File: src/rtl/rgb565_burst_writer_pkg.sv
// Shared types and constants for the RGB565 frame-buffer burst writer.
// Holds the write FSM encoding, pixel/word widths, frame geometry and the pixel conversion.
package rgb565_burst_writer_pkg;

    typedef enum logic [1:0] {
        ST_IDLE = 2'd0,
        ST_ADDR = 2'd1,
        ST_DATA = 2'd2,
        ST_RESP = 2'd3
    } wr_state_t;

    localparam int RGB565_W       = 16;
    localparam int BYTES_PER_WORD = 4;
    localparam int FRAME_H_PIX    = 640;
    localparam int FRAME_V_PIX    = 480;

    // Keep the top bits of each 12-bit channel; plain truncation, no rounding.
    function automatic logic [RGB565_W-1:0] to_rgb565(input logic [11:0] r,
                                                      input logic [11:0] g,
                                                      input logic [11:0] b);
        return {5'(r >> 7), 6'(g >> 6), 5'(b >> 7)};
    endfunction

endpackage

File: src/rtl/rgb565_burst_writer_sync_fifo_fwft.sv
// Synchronous first-word-fall-through FIFO: the head word is always visible on dout.
// A push into a full FIFO only lands when a pop frees a slot in the same cycle.
module sync_fifo_fwft #(
    parameter int WIDTH = 32,
    parameter int DEPTH = 16
) (
    input  logic                     clk,
    input  logic                     rst,
    input  logic                     push,
    input  logic [WIDTH-1:0]         din,
    input  logic                     pop,
    output logic [WIDTH-1:0]         dout,
    output logic [$clog2(DEPTH):0]   count,
    output logic                     full,
    output logic                     empty
);

    localparam int AW = $clog2(DEPTH);

    logic [WIDTH-1:0] mem [DEPTH];
    logic [AW-1:0]    rd_ptr;
    logic [AW-1:0]    wr_ptr;
    logic             do_push;
    logic             do_pop;

    assign full    = (count == (AW+1)'(DEPTH));
    assign empty   = (count == '0);
    assign do_pop  = pop && !empty;
    assign do_push = push && (!full || do_pop);
    assign dout    = mem[rd_ptr];

    always_ff @(posedge clk or posedge rst) begin
        if (rst) begin
            rd_ptr <= '0;
            wr_ptr <= '0;
            count  <= '0;
        end else begin
            if (do_push) wr_ptr <= wr_ptr + 1'b1;
            if (do_pop)  rd_ptr <= rd_ptr + 1'b1;
            case ({do_push, do_pop})
                2'b10:   count <= count + 1'b1;
                2'b01:   count <= count - 1'b1;
                default: count <= count;
            endcase
        end
    end

    always_ff @(posedge clk) begin
        if (do_push) mem[wr_ptr] <= din;
    end

endmodule

File: src/rtl/rgb565_burst_writer.sv
// Packs pairs of RGB565 pixels into 32-bit words and writes them to the frame buffer
// as fixed-length incrementing AXI write bursts, wrapping at the end of each frame.
module rgb565_burst_writer
    import rgb565_burst_writer_pkg::*;
#(
    parameter int                ADDR_W      = 32,
    parameter logic [ADDR_W-1:0] BASE_ADDR   = '0,
    parameter int                BURST_LEN   = 8,
    parameter int                FIFO_DEPTH  = 16,
    parameter int                FRAME_WORDS = 153600
) (
    input  logic              iCLK,
    input  logic              iRST,
    input  logic [11:0]       iRed,
    input  logic [11:0]       iGreen,
    input  logic [11:0]       iBlue,
    input  logic              iDVAL,
    input  logic [10:0]       iX_Cont,
    input  logic [10:0]       iY_Cont,
    output logic [ADDR_W-1:0] oAWADDR,
    output logic [7:0]        oAWLEN,
    output logic              oAWVALID,
    input  logic              iAWREADY,
    output logic [31:0]       oWDATA,
    output logic              oWLAST,
    output logic              oWVALID,
    input  logic              iWREADY,
    input  logic              iBVALID,
    output logic              oBREADY,
    output logic              oOVERFLOW,
    output logic              oFRAME_DONE,
    output wr_state_t         oDBG_STATE
);

    localparam int                CNT_W       = $clog2(FIFO_DEPTH) + 1;
    localparam logic [ADDR_W-1:0] BURST_BYTES = ADDR_W'(BURST_LEN * BYTES_PER_WORD);
    localparam logic [3:0]        LAST_BEAT   = 4'(BURST_LEN - 1);

    // Handshakes: a transfer happens on a rising clock edge where valid and ready are both 1;
    // once raised, valid and its payload stay stable until that edge.

    logic [RGB565_W-1:0] px;
    logic                frame_start;
    logic                half_valid;
    logic [RGB565_W-1:0] half_px;
    logic                restart_pend;
    logic                push;
    logic                pop;

    logic [31:0]         fifo_dout;
    logic [CNT_W-1:0]    fifo_count;
    logic                fifo_full;
    logic                fifo_empty;

    wr_state_t           state;
    logic [ADDR_W-1:0]   addr_q;
    logic [ADDR_W-1:0]   idle_addr;
    logic [31:0]         word_cnt;
    logic [31:0]         next_word_cnt;
    logic [3:0]          beat;
    logic [ADDR_W-1:0]   awaddr_q;
    logic                awvalid_q;
    logic                wvalid_q;
    logic                wlast_q;
    logic                bready_q;
    logic                frame_done_q;
    logic                overflow_q;

    assign px          = to_rgb565(iRed, iGreen, iBlue);
    assign frame_start = iDVAL && (iX_Cont == '0) && (iY_Cont == '0);
    assign push        = iDVAL && !frame_start && half_valid;
    assign pop         = wvalid_q && iWREADY && !fifo_empty;

    // Pair packing; a frame-start pixel always opens a fresh pair and requests an address restart.
    always_ff @(posedge iCLK or posedge iRST) begin
        if (iRST) begin
            half_valid   <= 1'b0;
            half_px      <= '0;
            restart_pend <= 1'b0;
        end else begin
            if (frame_start) begin
                half_px    <= px;
                half_valid <= 1'b1;
            end else if (iDVAL) begin
                if (half_valid) begin
                    half_valid <= 1'b0;
                end else begin
                    half_px    <= px;
                    half_valid <= 1'b1;
                end
            end
            if (frame_start)             restart_pend <= 1'b1;
            else if (state == ST_IDLE)   restart_pend <= 1'b0;
        end
    end

    always_ff @(posedge iCLK or posedge iRST) begin
        if (iRST)                               overflow_q <= 1'b0;
        else if (push && fifo_full && !pop)     overflow_q <= 1'b1;
    end

    sync_fifo_fwft #(
        .WIDTH (32),
        .DEPTH (FIFO_DEPTH)
    ) u_fifo (
        .clk   (iCLK),
        .rst   (iRST),
        .push  (push),
        .din   ({px, half_px}),
        .pop   (pop),
        .dout  (fifo_dout),
        .count (fifo_count),
        .full  (fifo_full),
        .empty (fifo_empty)
    );

    assign idle_addr     = restart_pend ? BASE_ADDR : addr_q;
    assign next_word_cnt = word_cnt + 32'(BURST_LEN);

    always_ff @(posedge iCLK or posedge iRST) begin
        if (iRST) begin
            state        <= ST_IDLE;
            addr_q       <= BASE_ADDR;
            word_cnt     <= '0;
            beat         <= '0;
            awaddr_q     <= '0;
            awvalid_q    <= 1'b0;
            wvalid_q     <= 1'b0;
            wlast_q      <= 1'b0;
            bready_q     <= 1'b0;
            frame_done_q <= 1'b0;
        end else begin
            frame_done_q <= 1'b0;
            case (state)
                ST_IDLE: begin
                    if (restart_pend) begin
                        addr_q   <= BASE_ADDR;
                        word_cnt <= '0;
                    end
                    if (fifo_count >= CNT_W'(BURST_LEN)) begin
                        state     <= ST_ADDR;
                        awvalid_q <= 1'b1;
                        awaddr_q  <= idle_addr;
                    end
                end
                ST_ADDR: begin
                    if (iAWREADY) begin
                        awvalid_q <= 1'b0;
                        wvalid_q  <= 1'b1;
                        wlast_q   <= 1'b0;
                        beat      <= '0;
                        state     <= ST_DATA;
                    end
                end
                ST_DATA: begin
                    if (iWREADY) begin
                        beat <= beat + 4'd1;
                        if (wlast_q) begin
                            wvalid_q <= 1'b0;
                            wlast_q  <= 1'b0;
                            bready_q <= 1'b1;
                            state    <= ST_RESP;
                        end else begin
                            wlast_q <= ((beat + 4'd1) == LAST_BEAT);
                        end
                    end
                end
                ST_RESP: begin
                    if (iBVALID) begin
                        bready_q <= 1'b0;
                        state    <= ST_IDLE;
                        if (next_word_cnt == 32'(FRAME_WORDS)) begin
                            frame_done_q <= 1'b1;
                            addr_q       <= BASE_ADDR;
                            word_cnt     <= '0;
                        end else begin
                            addr_q   <= addr_q + BURST_BYTES;
                            word_cnt <= next_word_cnt;
                        end
                    end
                end
                default: state <= ST_IDLE;
            endcase
        end
    end

    assign oAWADDR     = awaddr_q;
    assign oAWLEN      = 8'(BURST_LEN - 1);
    assign oAWVALID    = awvalid_q;
    assign oWDATA      = wvalid_q ? fifo_dout : '0;
    assign oWLAST      = wlast_q;
    assign oWVALID     = wvalid_q;
    assign oBREADY     = bready_q;
    assign oOVERFLOW   = overflow_q;
    assign oFRAME_DONE = frame_done_q;
    assign oDBG_STATE  = state;

endmodule

File: config.mk
export PLATFORM = sky130hd
export DESIGN_NAME = rgb565_burst_writer
export DESIGN_NICKNAME = d
export VERILOG_FILES = /design/src/rtl/rgb565_burst_writer_pkg.sv /design/src/rtl/rgb565_burst_writer_sync_fifo_fwft.sv /design/src/rtl/rgb565_burst_writer.sv
export SDC_FILE = /design/constraint.sdc
export NUM_CORES = 1
export LEC_CHECK = 0
export ABC_CLOCK_PERIOD_IN_PS = 5900
export BUFFER_PORTS_ARGS = -buffer_cell sky130_fd_sc_hd__clkbuf_2
export CORE_UTILIZATION = 55
export CTS_CLUSTER_SIZE = 14
export DETAILED_ROUTE_END_ITERATION = 7
export PLACE_DENSITY = 0.8
export SLEW_MARGIN = 20
export SYNTH_ARGS = -nofsm -noshare
export SYNTH_HDL_FRONTEND = slang
export SYNTH_SLANG_ARGS = --single-unit
File: constraint.sdc
create_clock -name iCLK -period 5.9 [get_ports iCLK]
set_input_delay 0 -clock iCLK [delete_from_list [all_inputs] [get_ports iCLK]]
set_output_delay 0 -clock iCLK [all_outputs]
set_load 0.1 [all_outputs]
Word level (Yosys, flattened, before mapping)
Memories as Yosys holds them, arrays and structs flattened.
Cells that the tools add are included.
{"block": "totals", "wordCells": 122, "regBits": 139, "in_bits": 64, "mem_bits_rw": 512, "memories": 1}
{"name": "u_fifo.mem", "depth": 16, "word_bits": 32, "read_ports": 1, "rd_clocked_by_memory_dff": 0, "write_ports": 1, "line_no": "rgb565_burst_writer_sync_fifo_fwft.sv:20", "source": "logic [WIDTH-1:0] mem [DEPTH];"}
{"block": "op_classes", "n_lt_le_gt_ge": 1, "eq_ne": 15, "addsub": 7, "n_reduce_logical": 35, "n_mux": 46}
{"cell": "2-to-1 mux 32 bit", "n": 7}
{"cell": "case mux 32 bit (2 select lines)", "n": 2}
{"cell": "2-to-1 mux 16 bit", "n": 3}
{"cell": "adder 32 x 4 -> 32 bit, second input constant", "n": 1}
{"cell": "adder 32 x 6 -> 32 bit, second input constant", "n": 1}
{"cell": "== test 32 x 18 -> 1 bit, second input constant", "n": 1}
{"cell": "zero test 11 bit", "n": 2}
{"cell": "2-to-1 mux 1 bit", "n": 20}
{"cell": "nonzero test 2 bit", "n": 7}
{"cell": "adder 4 x 1 -> 4 bit, second input constant", "n": 3}
{"cell": "inequality test 2 bit, second input constant", "n": 6}
{"cell": "logical AND 1 bit", "n": 10}
{"cell": "2-to-1 mux 2 bit", "n": 5}
{"cell": "case mux 5 bit (2 select lines)", "n": 1}
{"cell": "AND reduction 3 bit", "n": 3}
{"cell": "2-to-1 mux 4 bit", "n": 2}
{"cell": "case mux 1 bit (2 select lines)", "n": 4}
{"cell": "case mux 2 bit (4 select lines)", "n": 1}
{"cell": "case mux 4 bit (2 select lines)", "n": 1}
{"cell": "AND reduction 4 bit", "n": 2}
{"cell": "== test 2 bit, second input constant", "n": 3}
{"cell": "AND reduction 2 bit", "n": 3}
{"cell": "adder 5 x 1 -> 5 bit, second input constant", "n": 1}
{"cell": "== test 5 bit, second input constant", "n": 1}
{"cell": "10 further kinds", "n": 14}

Logic depth before layout (Yosys ltp)
Gate-level depths: netlist (run 1).
{"block": "depth", "ltp_word": 9, "mapped_depth": 13, "ltp_nobuf": 11}

Modules after synthesis
From an unflattened synthesis (run 1), not the netlist that was laid out.
{"block": "hier_totals", "hier_cells": 1662, "hier_area_um2": 26849.5}
{"mod": "sync_fifo_fwft", "seq_area_each_um2": 15700.1, "area_each_um2": 20071.8, "cells_each": 892, "instances": 1}
{"mod": "rgb565_burst_writer", "seq_area_each_um2": 3078.0, "area_each_um2": 6777.8, "cells_each": 770, "instances": 1}

Worst setup path after synthesis (run 1)
No wires, ideal clock.
{"block": "synth_timing", "kind": "reg-to-reg", "start": "register wvalid_q, in the netlist oWVALID", "end": "memory u_fifo.mem[4][0] (enable)", "path_stages_with_launch": 7, "n_path_buf": 1, "setup_ps": 461, "t_required_ps": 5439, "slack_ps": 1332, "arrival_time_ps": 4107, "path_cell_list": "dfrtp_1 -> nand2_1 -> nand4_1 -> nor2b_1 -> clkbuf_1 -> nand2_1 -> nor3_1"}
{"block": "synth_via", "elab_chain_len": 7}
{"element": "from (decl)", "line_no": "rgb565_burst_writer.sv:63", "source": "logic wvalid_q;"}
{"element": "from (signal assigned)", "line_no": "rgb565_burst_writer.sv:128", "source": "wvalid_q <= 1'b0;"}
{"element": "from (signal assigned)", "line_no": "rgb565_burst_writer.sv:149", "source": "wvalid_q <= 1'b1;"}
{"element": "from (signal assigned)", "line_no": "rgb565_burst_writer.sv:159", "source": "wvalid_q <= 1'b0;"}
{"element": "logical AND 1 bit (2 in a row)", "line_no": "rgb565_burst_writer.sv:72", "source": "assign pop = wvalid_q && iWREADY && !fifo_empty;"}
{"element": "logical AND 1 bit", "line_no": "rgb565_burst_writer_sync_fifo_fwft.sv:28", "source": "assign do_pop = pop && !empty;"}
{"element": "logical OR 1 bit", "line_no": "rgb565_burst_writer_sync_fifo_fwft.sv:29", "source": "assign do_push = push && (!full || do_pop);"}
{"element": "logical AND 1 bit", "line_no": "rgb565_burst_writer_sync_fifo_fwft.sv:29"}
{"element": "2-to-1 mux 1 bit", "line_no": "rgb565_burst_writer_sync_fifo_fwft.sv:49", "source": "if (do_push) mem[wr_ptr] <= din;"}
{"element": "2-to-1 mux 1 bit (implied by the code)", "line_no": "rgb565_burst_writer_sync_fifo_fwft.sv:49"}
{"element": "to (decl)", "line_no": "rgb565_burst_writer_sync_fifo_fwft.sv:20"}
No other way between the ends.

Worst setup path in the final report (run 1)
{"block": "layout_timing", "start": "register u_fifo.rd_ptr[0]", "end": "output oWDATA[14]"}
{"block": "layout_via", "elab_chain_len": 2}
{"element": "from (decl)", "line_no": "rgb565_burst_writer_sync_fifo_fwft.sv:21", "source": "logic [AW-1:0] rd_ptr;"}
{"element": "from (signal assigned)", "line_no": "rgb565_burst_writer_sync_fifo_fwft.sv:39", "source": "if (do_pop) rd_ptr <= rd_ptr + 1'b1;"}
{"element": "memory read (16 x 32 bit)"}
{"element": "2-to-1 mux 32 bit", "line_no": "rgb565_burst_writer.sv:190", "source": "assign oWDATA = wvalid_q ? fifo_dout : '0;"}
{"element": "to (decl)", "line_no": "rgb565_burst_writer.sv:24", "source": "output logic [31:0] oWDATA,"}
No other way between the ends.

==> flow_summary.toml, run 1 <==
[place]
gp_congestion = 0.839
place_ws_ns = 2.14
place_hpwl_um = 32900
port_buffers = 115

[synth]
synth-main-ff-cell = "edfxtp_1"
synth_area_um2 = 26600
synth_top_area_cell = "edfxtp_1"
synth_edf_count = 512
synth.avg_cell_area_um2 = 17.7
yosysWarnings = 0
synthMostInstantiatedCell = "edfxtp_1"
ys_ff_latch = 648
yosysSeqAreaShare = 0.707
synth_top_area_frac = 0.579
async_flop_share = 0.210
yosysUniqueCellTypes = 67
syn_inst = 1497
synth_commonest_cells = "edfxtp_1, mux4_2, dfrtp_1"
netlist_top_cells_area = "edfxtp_1, mux4_2, dfrtp_1"

[sta]
period_share = 0.661
timing.final.ws_setup_ns = 2.00
fmax_ghz = 0.256
worst_pin_slew_ns = 0.933
maxSlewViolCount = 0
hold_slack_ns = 0.0306
setup-tns-final_ns = 0
maxSlewHeadroom = 0.378
setup_viol = 0
finalHoldViolCount = 0
skew_ns = 0.0334
post-route-min-period_ns = 3.90
rsz0062_at_grt = "false"

[power_and_ir_drop]
leakage_uw = 0.0105
swShare = 0.382
power.density_nw_per_um2 = 509
power_frac_comb = 0.342
seqPwrFrac = 0.383
p_switching_uw = 5910
power.internal_uw = 9540
power_uw = 15400
max-vdd-ir-drop_uv = 441
pwr-share-clk = 0.274

[route]
drt-wirelength-per-cell_um = 27.2
drt_iter0_markers = 1783
routed_wl_um = 63200
drcViolationCount = 0
vias = 15300
ant_nets = 0
routed_via_density = 6.60
drt_first_pass_iters = 6

[worst_setup_path]
r2r_start = "word_cnt[4]"
crit_type = "reg -> out"
rr_worst_depth = 9
crit_path_max_fanout = 44
start_kind = "flip-flop"
cp-end-kind = "output pin"
regToRegSetupSlack_ns = 2.05
cp.required_ns = 5.90
arrival_ns = 3.90
r2r-end = "word_cnt[20]"

[die]
die_area_um2 = 49200
num_rows = 80
initial_core_util = 0.557
core_um2 = 47600
io_pins = 144
die_y_um = 222
chipWidth_um = 222

[global_routing]
grt_use_total = 0.263
antenna_found_initial = 2
grt_max_degree = 82
overflow = 0
grt_first_pass_wirelength_um = 95700
grt_pass1_vias = 15500

[cells_and_area]
layout.nets = 1733
multi_input_comb_area_um2 = 7370
drive_above_1_share = 0.275
ff_latch_area_um2 = 18800
area_growth_pct = 14.3
fill_cells = 3069

[clock_tree]
cts_buffer_depth = 3
cts_max_level = 3
clock_latency_ns = 0.63
cts_buffers = 67
cts.sinks = 648
cts_tree = "done"
clkTransAtPathRegs_ns = 0.06
cts-root-buf = "clkbuf_16"

[min_path]
worstHoldEndpoint = "oOVERFLOW"
min-delay-start = "iY_Cont[7]"
whs_path_depth = 5
hold_class = "in -> reg"

[outcome]
outcome = "finished, final reports clean"

[job]
drv_cap = 0
worst max-delay path by stage:
stage	start	endpoint	cells after the start
2_1_floorplan	oWVALID	u_fifo.mem[4][0]	6
3_3_place_gp	word_cnt[3]	addr_q[24]	9
3_5_place_dp	word_cnt[3]	addr_q[14]	9
4_1_cts	u_fifo.rd_ptr[0]	oWDATA[4]	5
5_1_grt	word_cnt[3]	word_cnt[20]	9
6_report	u_fifo.rd_ptr[0]	oWDATA[14]	5
layer usage:
| layer | GRT usage | wire, um |
|---|---|---|
| met1 | 0.353 | 24200 |
| met2 | 0.430 | 31800 |
| met3 | 0.0451 | 4960 |
| met4 | 0.112 | 2210 |
| met5 | 0 | 0 |
power groups by stage:
stage | logic, uW | clock network [uW] | registers (uW)
6_report | 5290 | 4240 | 5920
3_3_place_gp | 5160 | 0 | 5960
5_1_grt | 5510 | 4460 | 5970
3_5_place_dp | 5250 | 0 | 6000
4_1_cts | 5320 | 4280 | 5920
2_1_floorplan | 4100 | 0 | 5880
cell type report:
| class | instances | area share |
|---|---|---|
| Timing Repair Buffer | 176 | 0.0371 |
| Multi-Input combinational cell | 736 | 0.243 |
| Clock buffer | 85 | 0.0595 |
| Antenna cell | 1 | 0.0000825 |
| Sequential cell | 648 | 0.619 |
| Tap cell | 615 | 0.0254 |
| Clock inverter | 36 | 0.0129 |
| Inverter | 25 | 0.00326 |
per-stage QoR:
| stage | area, um^2 | instances | util |
|---|---|---|---|
| floorplan | 26600 | 1503 | - |
| global placement | 27900 | 2174 | 0.585 |
| detailed placement | 27900 | 2174 | 0.585 |
| CTS | 30300 | 2321 | 0.637 |
| global route | 30300 | 2322 | 0.637 |
| finish | 30300 | 2322 | 0.637 |
repair_timing:
action	CTS	global route
setup endpoints to repair	0	0
endpoints found under the hold margin	346	0
setup buffers	0	0
hold buffers	26	0
resized for setup	0	0
state kept, by name, summed over array words and instances (netlist names), 2 cells and up:
register,count
addr_q,32
half_px,16
u_fifo.rd_ptr,4
beat,4
u_fifo.mem,512
u_fifo.wr_ptr,4
oDBG_STATE,2
oAWADDR,32
u_fifo.count,5
word_cnt,29
placed cells by master (no fill, tap or decap), types with 32 or more instances in the layout:
| master | n |
|---|---|
| edfxtp_1 | 512 |
| mux4_2 | 160 |
| dfrtp_1 | 132 |
| clkbuf_2 | 115 |
| nand2_1 | 104 |
| clkbuf_16 | 68 |
| and2_1 | 41 |
| o21ai_0 | 40 |
| nand3_1 | 38 |
| nand4_1 | 37 |
| a22o_1 | 34 |
| buf_4 | 32 |
kinds of logic after synthesis:
family                   after synthesis  synth area share
flip-flops                           648             0.707
AND/OR/NAND/NOR                      345            0.0697
multiplexers                         188             0.147
AO/OA/AOI/OAI                        159            0.0428
buffers and inverters                119            0.0189
XOR/XNOR                              21           0.00693
adder cells (fa/ha/maj)               15           0.00707
other                                  2          0.000283
worst max-delay path, stage by stage, from the launching register on:
cell and delay (ns):
dfrtp_4 1.02, buf_4 0.50, mux4_2 0.54, mux4_2 0.50, and2_1 0.26, clkbuf_2 0.40
Power figures use the tool's default switching activity.
==> run 2, diff against run 1 <==
ABC_CLOCK_PERIOD_IN_PS = 3650   (was 5900)
clock period = 3.65 ns   (was 5.9 ns; I/O delays follow)
==> run 2 against run 1 <==
  * Sequential share of layout area is 0.41 points lower
  * Register-to-register slack got worse by 1.7 ns
  * Critical endpoint is now oWDATA[22]
  * Flip-flop and latch count unchanged
  * Die area unchanged
==> flow_summary.toml, run 2 (same netlist as run 1, synthesis figures left out) <==
[cells_and_area]
antenna-diode-count = 0
utilization = 0.641
ff_latch_area_um2 = 18800
drive_above_1_share = 0.277
fill_cells = 3061
regMostFlops = "u_fifo.mem"
largest_reg_flops = 512
final_common_cell = "edfxtp_1"
area_growth_pct = 15.1
most-common-layout-cells = "edfxtp_1, mux4_2, dfrtp_1, clkbuf_2, nand2_1"
layout.nets = 1740
multi_input_comb_area_um2 = 7390

[route]
routed_via_density = 6.45
routed_wl_um = 61400
drt_iter0_markers = 1688
vias = 15000
drcViolationCount = 0
drt_first_pass_iters = 5
drt-wirelength-per-cell_um = 26.3
ant_nets = 0

[power_and_ir_drop]
max-vdd-ir-drop_uv = 1020
leakage_uw = 0.0106
power.density_nw_per_um2 = 819

[worst_setup_path]
cp.required_ns = 3.65
start_kind = "flip-flop"
cp-end-kind = "output pin"
crit_type = "reg -> out"
r2r_start = "word_cnt[3]"
crit_path_max_fanout = 39
rr_worst_depth = 10
arrival_ns = 3.29
regToRegSetupSlack_ns = 0.38
r2r-end = "addr_q[1]"

[sta]
maxSlewViolCount = 0
rsz0062_at_grt = "false"
worst_pin_slew_ns = 0.939
post-route-min-period_ns = 3.29
setup_viol = 0
hold_slack_ns = 0.0516
finalHoldViolCount = 0
period_share = 0.902
timing.final.ws_setup_ns = 0.359
maxSlewHeadroom = 0.372
skew_ns = 0.0236
fmax_ghz = 0.304

[clock_tree]
clock_latency_ns = 0.60
cts_tree = "done"
cts_buffers = 66
cts.sinks = 648
cts-root-buf = "clkbuf_16"
clkTransAtPathRegs_ns = 0.06
cts_buffer_depth = 3
cts_max_level = 3

[global_routing]
grt_max_degree = 118
overflow = 0
grt_use_total = 0.254
grt_pass1_vias = 15100
grt_first_pass_wirelength_um = 92400
antenna_found_initial = 0

[min_path]
min-delay-start = "iX_Cont[6]"
worstHoldEndpoint = "oOVERFLOW"
whs_path_depth = 5
hold_class = "in -> reg"

[place]
place_hpwl_um = 32800
gp_congestion = 0.811
place_ws_ns = 0.236
port_buffers = 115

[outcome]
outcome = "finished, final reports clean"

[die]
num_rows = 80
die_y_um = 222
die_area_um2 = 49200
core_um2 = 47600
io_pins = 144
initial_core_util = 0.557
chipWidth_um = 222

[job]
drv_cap = 0
[run 2: repair_timing]
action	in CTS	in global routing
endpoints found under the setup margin	0	39
endpoints found under the hold margin	408	0
hold buffers	28	0
setup buffers	0	0
gates resized for setup	0	3
[run 2: worst max path at each step]
stage / startpoint / end / depth (start not counted) / slack [ns]
2_1_floorplan: oWVALID / u_fifo.mem[4][0] / 6 / -0.92
3_3_place_gp: word_cnt[3] / addr_q[12] / 10 / 0.35
3_5_place_dp: word_cnt[4] / addr_q[15] / 9 / 0.24
4_1_cts: word_cnt[3] / addr_q[13] / 9 / 0.19
5_1_grt: word_cnt[3] / addr_q[13] / 10 / 0.11
6_report: u_fifo.rd_ptr[1] / oWDATA[22] / 5 / 0.36
[run 2: cell type report]
type,instances,share of cell area
timing repair buffer,184,0.0422
clock buffer,94,0.0622
multi-input combinational,736,0.242
inverter,25,0.00332
tap,615,0.0252
sequential,648,0.615
clock inverter,27,0.0101
[run 2: worst max-delay path: stages (launching register included)]
cell and delay, ns:
dfrtp_4 0.89, buf_12 0.33, mux4_2 0.38, mux4_2 0.50, and2_1 0.20, clkbuf_2 0.38
[run 2: metrics by stage]
| stage | std cells | cell area (um^2) | total power (uW) | setup TNS [ns] |
|---|---|---|---|---|
| after detailed placement | 2180 | 28000 | 18300 | 0 |
| after global routing | 2329 | 30500 | 25800 | 0 |
| after CTS | 2329 | 30500 | 25100 | 0 |
| final | 2329 | 30500 | 25000 | 0 |
| after global placement | 2180 | 28000 | 18100 | 0 |
| after floorplan | 1503 | 26600 | 16100 | -121.82 |
[run 2: layer usage]
metal	global-route usage	part of all wire	wire, um	vias up
li1	-	-	-	6323
met1	0.345	0.39	24100	7802
met2	0.419	0.50	30800	791
met3	0.0453	0.079	4850	116
met4	0.0876	0.026	1580	0
met5	0	0	0	-
[run 2: power by group]
group          leakage (uW)  total, uW  switching [uW]  internal, uW
sequential          0.00642       9510             763          8750
combinational       0.00312       8720            5860          2860
clock               0.00107       6800            2890          3900
total                0.0106      25000            9520         15500
==> run 3, diff against run 2 <==
==> constraint.sdc (replaced) <==
create_clock -name iCLK -period 3.65 [get_ports iCLK]
set_input_delay 0.365 -clock iCLK [delete_from_list [all_inputs] [get_ports iCLK]]
set_output_delay 0.365 -clock iCLK [all_outputs]
set_load 0.02 [all_outputs]
==> run 3 against run 2 <==
  * Clock power shrank 5.3%
  * Highest routed layer unchanged
  * Total power down 12%
  * Flip-flop and latch count did not move
  * Global-route usage shrank 0.45 points
  * Critical path type unchanged
  * Register-to-register slack lost 0.13 ns
  * Via count fell by 1.4%
  * Combinational power fell by 29%
  * Largest power group unchanged
  * Fmax decreased by 4.9%
  * First-iteration DRC count grew 9.8%
  * Routed wire length shrank 1.8%
  * Largest cell class unchanged
  * Clock skew up 0.0063 ns
==> flow_summary.toml, run 3 (same netlist as run 1, synthesis figures left out) <==
[clock_tree]
cts_tree = "done"
cts_buffers = 61
cts.sinks = 648
clkTransAtPathRegs_ns = 0.06
cts_buffer_depth = 3
clock_latency_ns = 0.64
cts-root-buf = "clkbuf_16"
cts_max_level = 2

[die]
core_um2 = 47600
chipWidth_um = 222
io_pins = 144
num_rows = 80
die_area_um2 = 49200
die_y_um = 222
initial_core_util = 0.557

[global_routing]
grt_pass1_vias = 14900
antenna_found_initial = 1
grt_max_degree = 137
grt_first_pass_wirelength_um = 91700
grt_use_total = 0.249
overflow = 0

[power_and_ir_drop]
max-vdd-ir-drop_uv = 624
power.density_nw_per_um2 = 732
leakage_uw = 0.0104

[route]
routed_wl_um = 60300
routed_via_density = 6.47
drt-wirelength-per-cell_um = 26.3
drt_iter0_markers = 1854
drcViolationCount = 0
ant_nets = 0
vias = 14800
drt_first_pass_iters = 5

[min_path]
hold_class = "in -> reg"

[cells_and_area]
drive_above_1_share = 0.275
final_common_cell = "edfxtp_1"
area_growth_pct = 13.4
largest_reg_flops = 512
layout.nets = 1706
most-common-layout-cells = "edfxtp_1, mux4_2, dfrtp_1, clkbuf_2, nand2_1"
utilization = 0.632
regMostFlops = "u_fifo.mem"
instances_no_fill = 2293

[worst_setup_path]
crit_path_max_fanout = 13
crit_type = "reg -> out"
arrival_ns = 3.10
cp.required_ns = 3.28
cp-end-kind = "output pin"
start_kind = "flip-flop"

[sta]
skew_ns = 0.0299
period_share = 0.948
setup_viol = 0
maxSlewViolCount = 0
maxSlewHeadroom = 0.374
post-route-min-period_ns = 3.46
setup-tns-final_ns = 0
timing.final.ws_setup_ns = 0.189
worst_pin_slew_ns = 0.939
finalHoldViolCount = 0
fmax_ghz = 0.289
hold_slack_ns = 0.0360
rsz0062_at_grt = "false"

[outcome]
outcome = "finished, final reports clean"

[place]
port_buffers = 115
place_hpwl_um = 33000
gp_congestion = 0.851
dp_cells = 2177
place_ws_ns = 0.238

[job]
drv_cap = 0
==> run 3: changes by cell type in the layout (fill, tap and decap cells not counted), sizes merged <==
cell and change:
bufinv +6, clkinv +7, clkinvlp +2, diode +1, buf -2, dlygate4sd3 -27, clkbuf -19, inv -4
==> run 3: worst paths after layout <==
path	from	end	slack, ns	cells after the start
max in group asynchronous	iRST	u_fifo.rd_ptr[0]	2.48	4
worst min register to register	oOVERFLOW	oOVERFLOW	0.48	1
worst min-delay path	iDVAL	half_valid	0.04	2
min in group asynchronous	iRST	addr_q[25]	0.47	4
worst max register to register	word_cnt[4]	word_cnt[12]	0.25	9
worst max-delay path	u_fifo.rd_ptr[0]	oWDATA[9]	0.19	5
==> run 3: through the flow <==
step / total power [uW] / cell area [um^2]
final: 22000 / 30100
after global placement: 15500 / 28000
after detailed placement: 15700 / 28000
after CTS: 22200 / 30100
after global routing: 22800 / 30100
after floorplan: 13600 / 26600
==> run 3: power by group <==
part	internal, uW	switching (uW)	total (uW)
Combinational	2860	3290	6150
Clock	3730	2710	6440
Sequential	8750	700	9450
==> run 3: routing by layer <==
metal  wire, um  up-vias  track usage
li1           -     6251            -
met5          0        -            0
met3       4800      130       0.0439
met1      23600     7672        0.346
met2      30300      773        0.414
met4       1550        0       0.0656
==> run 3: layout make-up <==
class	instances	area (um^2)
flip-flops and latches	648	18800
fillers	3143	17500
multi-input cells	736	7380
clock buffers	75	1590
repair buffers	155	1050
well taps	615	769
clock inverters	38	447
inverters	25	97.6
diodes	1	2.50
==> run 3: worst max-delay path, stage by stage (launching register included) <==
cell,delay (ns)
dfrtp_4,0.65
buf_4,0.36
mux4_2,0.60
mux4_2,0.53
and2_1,0.18
clkbuf_2,0.15
==> run 3: timing repair <==
action                                  4_1_cts  5_1_grt
endpoints found under the setup margin        4       34
endpoints found under the hold margin        94        0
resized for setup                             0        2
setup buffers                                 1        0
hold buffers                                  1        0
